==> config.mk <==
export PLATFORM = sky130hd
export DESIGN_NAME = multiword_adder_seq
export DESIGN_NICKNAME = d
export VERILOG_FILES = /design/src/rtl/arith_pkg.sv /design/src/rtl/adder_slice.sv /design/src/rtl/multiword_adder_seq.sv
export SDC_FILE = /design/constraint.sdc
export NUM_CORES = 1
export LEC_CHECK = 0
export CORE_ASPECT_RATIO = 1.1
export CORE_MARGIN = 1.5
export CORE_UTILIZATION = 50
export DETAILED_ROUTE_END_ITERATION = 6
export MAX_ROUTING_LAYER = met4
export PLACE_DENSITY = 0.8
export SKIP_CTS_REPAIR_TIMING = 1
export SYNTH_ARGS = -nofsm -noshare
export SYNTH_HDL_FRONTEND = slang
export SYNTH_SLANG_ARGS = --single-unit
==> constraint.sdc <==
create_clock -name clk -period 6.5 [get_ports clk]
set_input_delay 0.975 -clock clk [delete_from_list [all_inputs] [get_ports clk]]
set_output_delay 0.975 -clock clk [all_outputs]
set_load 0.05 [all_outputs]
==> src/rtl/arith_pkg.sv <==
// Shared types and helpers for the sequential multi-word adder.
package arith_pkg;

    // Control states of the slice sequencer.
    typedef enum logic [1:0] {
        IDLE = 2'd0,
        RUN  = 2'd1,
        DONE = 2'd2
    } state_e;

    // Width of the slice index counter; never narrower than one bit so WORDS=1 still elaborates.
    function automatic int unsigned idx_width(input int unsigned words);
        int unsigned w;
        w = $clog2(words);
        return (w < 1) ? 1 : w;
    endfunction

endpackage

==> src/rtl/adder_slice.sv <==
// Combinational N-bit ripple-carry adder slice.
module adder_slice #(
    parameter int unsigned N = 4
) (
    input  logic [N-1:0] a,
    input  logic [N-1:0] b,
    input  logic         cin,
    output logic [N-1:0] s,
    output logic         cout
);

    logic [N:0] c;

    // Bit-serial ripple: each full adder feeds its carry to the next bit.
    always_comb begin
        c    = '0;
        s    = '0;
        c[0] = cin;
        for (int unsigned i = 0; i < N; i++) begin
            s[i]   = a[i] ^ b[i] ^ c[i];
            c[i+1] = (a[i] & b[i]) | (a[i] & c[i]) | (b[i] & c[i]);
        end
        cout = c[N];
    end

endmodule

==> src/rtl/multiword_adder_seq.sv <==
// Sequential wide adder: one N-bit slice reused over WORDS cycles, carry registered between slices.
module multiword_adder_seq
    import arith_pkg::*;
#(
    parameter int unsigned N     = 4,
    parameter int unsigned WORDS = 4
) (
    input  logic               clk,
    input  logic               rst,
    input  logic               start,
    input  logic [N*WORDS-1:0] a_in,
    input  logic [N*WORDS-1:0] b_in,
    input  logic               cin_in,
    output logic               ready,
    output logic               busy,
    output logic               done,
    output logic [N*WORDS-1:0] sum,
    output logic               cout,
    output logic               overflow
);

    localparam int unsigned W    = N * WORDS;
    localparam int unsigned IdxW = idx_width(WORDS);
    localparam logic [IdxW-1:0] LastIdx = IdxW'(WORDS - 1);

    state_e            state_q, state_d;
    logic [IdxW-1:0]   idx_q, idx_d;
    logic              carry_q, carry_d;
    logic [W-1:0]      a_q, a_d;
    logic [W-1:0]      b_q, b_d;
    logic [W-1:0]      sum_q, sum_d;
    logic              cout_q, cout_d;
    logic              ovf_q, ovf_d;

    logic [N-1:0]      slice_a;
    logic [N-1:0]      slice_b;
    logic [N-1:0]      slice_s;
    logic              slice_cout;
    logic [WORDS-1:0]  slice_we;
    logic              accept;
    logic              last_slice;

    assign accept     = (state_q == IDLE) && start;
    assign last_slice = (state_q == RUN) && (idx_q == LastIdx);

    // State register.
    always_ff @(posedge clk or posedge rst) begin
        if (rst) begin
            state_q <= IDLE;
        end else begin
            state_q <= state_d;
        end
    end

    // Next-state logic: start only matters in IDLE, DONE always lasts one cycle.
    always_comb begin
        state_d = state_q;
        unique case (state_q)
            IDLE:    if (start) state_d = RUN;
            RUN:     if (idx_q == LastIdx) state_d = DONE;
            DONE:    state_d = IDLE;
            default: state_d = IDLE;
        endcase
    end

    // Status outputs decoded from the state register.
    always_comb begin
        ready = 1'b0;
        busy  = 1'b0;
        done  = 1'b0;
        unique case (state_q)
            IDLE:    ready = 1'b1;
            RUN:     busy  = 1'b1;
            DONE:    done  = 1'b1;
            default: ready = 1'b0;
        endcase
    end

    // Select the operand words for the current slice index.
    always_comb begin
        slice_a = '0;
        slice_b = '0;
        for (int unsigned w = 0; w < WORDS; w++) begin
            if (idx_q == IdxW'(w)) begin
                slice_a = a_q[w*N +: N];
                slice_b = b_q[w*N +: N];
            end
        end
    end

    adder_slice #(
        .N (N)
    ) u_slice (
        .a    (slice_a),
        .b    (slice_b),
        .cin  (carry_q),
        .s    (slice_s),
        .cout (slice_cout)
    );

    // Per-slice write enables for the sum register.
    always_comb begin
        slice_we = '0;
        for (int unsigned w = 0; w < WORDS; w++) begin
            slice_we[w] = (state_q == RUN) && (idx_q == IdxW'(w));
        end
    end

    // Datapath next state: operand capture, carry chaining, sum collection, final flags.
    always_comb begin
        a_d     = a_q;
        b_d     = b_q;
        idx_d   = idx_q;
        carry_d = carry_q;
        sum_d   = sum_q;
        cout_d  = cout_q;
        ovf_d   = ovf_q;

        if (accept) begin
            a_d     = a_in;
            b_d     = b_in;
            idx_d   = '0;
            carry_d = cin_in;
        end

        if (state_q == RUN) begin
            carry_d = slice_cout;
            idx_d   = last_slice ? '0 : idx_q + 1'b1;
        end

        for (int unsigned w = 0; w < WORDS; w++) begin
            if (slice_we[w]) begin
                sum_d[w*N +: N] = slice_s;
            end
        end

        // The top slice carries bit W-1, so its carry-in is recoverable from the sum bit.
        if (last_slice) begin
            cout_d = slice_cout;
            ovf_d  = slice_cout ^ (a_q[W-1] ^ b_q[W-1] ^ slice_s[N-1]);
        end
    end

    // Datapath registers; reset discards any partially accumulated result.
    always_ff @(posedge clk or posedge rst) begin
        if (rst) begin
            a_q     <= '0;
            b_q     <= '0;
            idx_q   <= '0;
            carry_q <= 1'b0;
            sum_q   <= '0;
            cout_q  <= 1'b0;
            ovf_q   <= 1'b0;
        end else begin
            a_q     <= a_d;
            b_q     <= b_d;
            idx_q   <= idx_d;
            carry_q <= carry_d;
            sum_q   <= sum_d;
            cout_q  <= cout_d;
            ovf_q   <= ovf_d;
        end
    end

    assign sum      = sum_q;
    assign cout     = cout_q;
    assign overflow = ovf_q;

endmodule

==> qor.csv, run 1 <==
stage;metric;value;unit
critical_path;Req. time, crit path;6.67;ns
logic_synthesis;Main synth FF type;dfrtp_1;
sta;Max-slew headroom;26.4;%
layout;Non-Filler Instances;306;
sta;final worst-path cycle share;58.9;%
placed_design;Placed Instances;300;
critical_path;Crit. Startpoint;idx_q[1]$_DFFE_PP0P_;
floorplanning;Die Area;0.00537;mm^2
cts;CTS Root Cell;clkbuf_8;
cts;htree depth;2;
critical_path;Worst EP arrival;4.00;ns
route;total number of vias;1707;
min_path;hold_sp;sum[0]$_DFFE_PP0P_;
layout;Layout area overhead;26.8;%
global_route;remaining global-route overflow;0;
min_path;type of the most critical hold path;reg2reg;
logic_synthesis;sequential fraction of the synthesis area;55.7;%
global_route;overall routing resource usage;19.6;%
critical_path;Critical Path Start Type;flop;
sta;Fin Setup TNS;0;ns
cts;clock buffer depth;2;
cts;Clock transition at path regs;0.08;ns
logic_synthesis;syn avg cell area;12.5;um^2
layout;Nets;295;
layout;Core Util, Final;66.9;%
global_route;number of global-route vias before repair;1674;
placed_design;DP HPWL;3530;um
route;final wirelength;4840;um
route;Residual DRC;0;
floorplanning;Initial Utilization;52.8;%
job;max-capacitance violation count;0;
layout;ant diodes;0;
cts;Num Clock Sinks;55;
min_path;worst hold path depth;2;
logic_synthesis;top-count cell post-synth;dfrtp_1;
logic_synthesis;Synth top cells by count;dfrtp_1, mux2_2, nand2_1;
critical_path;CP Class;reg2reg;
critical_path;crit path max fanout;10;
floorplanning;cell row count;26;
critical_path;reg2reg path depth;14;
floorplanning;chip height;76.7;um
route;Final ANT Viol Nets;0;
sta;skew final;0.00521;ns
placed_design;I/O Buffers;56;
logic_synthesis;Post-Syn Area;0.00247;mm^2
sta;final setup violation count;0;
sta;final hold vios;0;
global_route;initial antenna violation count;0;
global_route;pin count of the biggest net entering global routing;56;
logic_synthesis;Ys Warns;0;
logic_synthesis;flops & latches, synth;55;
floorplanning;floorplan core area;0.00468;mm^2
logic_synthesis;Async S/R FF share, synth;100;%
layout;FF+latch area;0.00138;mm^2
floorplanning;Die Wd;70.0;um
cts;TritonCTS clock tree;done;
placed_design;Placer Congestion;0.832;
sta;final slew viol count;0;
critical_path;endpoint class of the critical path;flop;
route;Wirelength per Cell;15.8;um
logic_synthesis;Synth Instances;197;
global_route;first-pass GRT wire length;8140;um
sta;Tmin final;3.83;ns
route;initial DRC count;97;
layout;filler cell count;367;
sta;worst slew pin tran;1.10;ns
logic_synthesis;number of synthesized flops with an enable pin;0;
cts;CTS buffer count;5;
floorplanning;# IOs;57;
layout;area of the multi-input gates;0.00100;mm^2
route;iteration count of the initial detailed-routing pass;4;
logic_synthesis;synth unique cells;29;
outcome;status;completed;
cts;clk_lat worst skew;0.30;ns
logic_synthesis;Post-Syn Nets;241;
route;Via density;5.58;
sta;unrepaired setup endpoints after global routing;no;
logic_synthesis;Synth area leaders;dfrtp_1, mux2_2, fa_1, nand2_1, o21ai_0;
logic_synthesis;share of the synthesized area in the top cell type;55.7;%
critical_path;RR Startpoint;idx_q[1]$_DFFE_PP0P_;
sta;Peak Freq;0.261;GHz
logic_synthesis;post-synth top area cell;dfrtp_1;
layout;share of layout cells above drive strength 1;17.6;%
metal layers:
metal | vias up | global-route usage [%] | routed length (um)
li1 | 792 | - | -
met1 | 849 | 26.6 | 2170
met2 | 59 | 30.2 | 2350
met3 | 7 | 4.07 | 231
met4 | 0 | 5.96 | 89
met5 | - | - | 0
placed cells by master (no fill, tap or decap), drive strengths merged, types with 2 or more instances in the layout:
cell / count
nor2: 2
o21ai: 14
a21oi: 4
a221oi: 4
o31ai: 6
dfrtp: 55
a22oi: 4
xnor2: 3
fa: 4
nand3b: 4
ha: 4
nor2b: 6
nand2: 19
clkdlybuf4s50: 56
mux2: 36
a221o: 4
clkbuf: 6
inv: 12
area by class of cell:
type / count / share of cell area, %
Clock buffer: 6 / 2.32
Timing Repair Buffer: 57 / 18.1
Sequential cell: 55 / 43.9
Inverter: 12 / 1.44
Multi-Input combinational cell: 120 / 31.9
Tap cell: 56 / 2.24
worst max-delay path: stages (launching register included):
cell,delay [ns]
dfrtp_1,0.41
inv_1,0.12
ha_1,0.39
nor2b_1,0.23
a221o_1,0.34
a22oi_1,0.20
fa_1,0.21
inv_1,0.05
fa_1,0.39
fa_1,0.38
inv_1,0.08
fa_1,0.47
xnor2_1,0.23
xnor2_1,0.13
o21ai_0,0.09
per-stage QoR:
step           cell area, um^2  worst slack (ns)  hold slack [ns]
2_1_floorplan             2470              3.07            0.480
3_3_place_gp              3060              2.94            0.460
3_5_place_dp              3060              2.69            0.470
4_1_cts                   3130              2.66            0.489
5_1_grt                   3130              2.33            0.528
6_report                  3130              2.67            0.486
registers in the layout (all words and copies together), names as in the netlist:
signal    count
overflow      1
cout          1
carry_q       1
a_q          16
state_q       2
sum          16
b_q          16
idx_q         2
logic make-up after synthesis:
group	after synthesis	synth area share, %
flip-flops	55	55.7
multiplexers	36	16.4
XOR/XNOR	3	1.06
AO/OA/AOI/OAI	38	10.4
AND/OR/NAND/NOR	35	7.14
buffers and inverters	22	4.05
adder cells (fa/ha/maj)	8	5.27
final timing paths:
| check | slack [ns] | to |
|---|---|---|
| setup reg to reg | 2.67 | overflow$_DFFE_PP0P_ |
| hold reg to reg | 0.49 | sum[0]$_DFFE_PP0P_ |
| hold / removal | 0.49 | sum[0]$_DFFE_PP0P_ |
| min in group asynchronous | 1.26 | sum[9]$_DFFE_PP0P_ |
| max in group asynchronous | 4.55 | sum[7]$_DFFE_PP0P_ |
| setup / recovery | 2.67 | overflow$_DFFE_PP0P_ |
Power of run 1 is left out: the tool's default activity adds up to more than one toggle a clock period on the data nets, which glitch-free logic cannot reach.
==> run 2: changes to the inputs <==
CORE_UTILIZATION = 45   (was 50)
PLACE_DENSITY = 0.76   (was 0.8)
clock period = 3.46 ns   (was 6.5 ns; I/O delays follow)
==> run 2 against run 1 <==
Cell count increased by 9.5%. Utilization decreased by 5.2 points. Critical endpoint unchanged. Flip-flop and latch count unchanged. Global-route usage decreased by 1.6 points. Worst setup slack got worse by 2.6 ns.
==> qor.csv, run 2 (synthesis results as in run 1) <==
stage;metric;value;unit;change
floorplanning;cell row count;28;;+7.7%
critical_path;Worst EP arrival;3.53;ns;-0.47 ns
floorplanning;chip height;80.7;um;+5.2%
critical_path;Critical Path Start Type;flop;;
route;Wirelength per Cell;14.2;um;-10%
layout;Layout area overhead;33.0;%;
sta;worst slew pin tran;1.09;ns;-0.00907 ns
cts;htree depth;2;;unchanged
sta;worst hold slack;0.487;ns;+0.00121 ns
critical_path;crit path max fanout;5;;-5
critical_path;RR Startpoint;idx_q[1]$_DFFE_PP0P_;;
sta;Max-slew headroom;26.9;%;+0.50 points
cts;CTS buffer count;5;;unchanged
layout;most frequent cells in the layout;clkdlybuf4s50_1, dfrtp_1, mux2_2;;
cts;TritonCTS clock tree;done;;
route;total number of vias;1714;;+0.41%
global_route;overall routing resource usage;18.0;%;-1.6 points
layout;Nets;303;;+2.7%
sta;Tmin final;3.36;ns;-0.475 ns
cts;Clock transition at path regs;0.09;ns;about the same
sta;final worst-path cycle share;97.0;%;+38 points
route;final wirelength;4760;um;-1.6%
cts;CTS Root Cell;clkbuf_8;;
global_route;initial antenna violation count;0;;unchanged
placed_design;Post-DP Area;0.00312;mm^2;+2.0%
floorplanning;Die Wd;73.7;um;+5.2%
layout;filler cell count;470;;+28%
sta;Peak Freq;0.298;GHz;+14%
layout;share of layout cells above drive strength 1;25.4;%;+7.8 points
min_path;type of the most critical hold path;reg2reg;;
min_path;hold_sp;sum[12]$_DFFE_PP0P_;;
placed_design;DP HPWL;3430;um;-2.9%
critical_path;Req. time, crit path;3.64;ns;-3.03 ns
layout;ant diodes;0;;unchanged
route;Residual DRC;0;;unchanged
floorplanning;# IOs;57;;unchanged
route;Via density;5.12;;-8.3%
sta;final hold vios;0;;unchanged
layout;commonest non-fill, non-tap cell in the layout;clkdlybuf4s50_1;;
layout;post-route cell area;0.00329;mm^2;+4.9%
outcome;status;completed;;
critical_path;Crit. Startpoint;idx_q[1]$_DFFE_PP0P_;;
critical_path;CP Class;reg2reg;;
route;initial DRC count;97;;unchanged
floorplanning;Die Area;0.00595;mm^2;+11%
placed_design;Placer Congestion;0.865;;+4.0%
global_route;pin count of the biggest net entering global routing;56;;unchanged
job;max-capacitance violation count;0;;unchanged
critical_path;endpoint class of the critical path;flop;;
route;Final ANT Viol Nets;0;;unchanged
sta;skew final;0.00495;ns;-0.000262 ns
global_route;remaining global-route overflow;0;;unchanged
placed_design;I/O Buffers;56;;unchanged
global_route;number of global-route vias before repair;1641;;-2.0%
placed_design;Placed Instances;324;;+8.0%
cts;clk_lat worst skew;0.31;ns;about the same
cts;Num Clock Sinks;55;;unchanged
route;iteration count of the initial detailed-routing pass;4;;unchanged
global_route;first-pass GRT wire length;7870;um;-3.2%
floorplanning;Initial Utilization;46.4;%;-6.3 points
cts;clock buffer depth;2;;unchanged
sta;final setup violation count;0;;unchanged
sta;final slew viol count;0;;unchanged
floorplanning;floorplan core area;0.00533;mm^2;+14%
layout;Non-Filler Instances;335;;+9.5%
-- run 2: worst paths after layout --
path,to,cells past startpoint,slack [ns]
setup / recovery,overflow$_DFFE_PP0P_,14,0.10
hold / removal,sum[12]$_DFFE_PP0P_,2,0.49
setup reg to reg,overflow$_DFFE_PP0P_,14,0.10
hold reg to reg,sum[12]$_DFFE_PP0P_,2,0.49
max in group asynchronous,a_q[1]$_DFFE_PP0P_,2,1.97
min in group asynchronous,sum[9]$_DFFE_PP0P_,2,0.80
-- run 2: final cells by class --
cell class | instances | area [um^2] | area share [%]
inverters | 12 | 45.0 | 1.37
repair buffers | 65 | 628 | 19.1
well taps | 75 | 93.8 | 2.85
clock buffers | 8 | 100 | 3.05
multi-input cells | 120 | 1040 | 31.7
flip-flops and latches | 55 | 1380 | 41.9
-- run 2: worst max-delay path, cell delays in order (launching register included) --
cell,delay (ns)
dfrtp_1,0.39
inv_2,0.08
ha_2,0.18
nor2b_2,0.18
a221o_1,0.33
a22oi_2,0.20
fa_2,0.23
inv_1,0.05
fa_1,0.38
fa_2,0.35
inv_2,0.07
fa_2,0.44
xnor2_2,0.15
xnor2_1,0.14
o21ai_0,0.08
-- run 2: metrics by stage --
step / setup TNS (ns) / utilization, % / setup slack, ns
floorplan: 0 / - / 0.0344
global placement: 0 / 58.6 / 0.0625
detailed placement: -0.0761 / 58.6 / -0.0761
CTS: -0.0993 / 60.5 / -0.0993
global route: -0.0414 / 61.7 / -0.0414
finish: 0 / 61.7 / 0.105
-- run 2: layer usage --
metal / up-vias / track usage [%] / routed length [um] / share of wire (%)
met2: 59 / 25.7 / 2220 / 47
met3: 11 / 4.89 / 242 / 5.1
met5: - / - / 0 / 0
met4: 0 / 6.11 / 91 / 1.9
met1: 830 / 24.9 / 2210 / 46
li1: 814 / - / - / -
Power of run 2 is left out for the same reason.
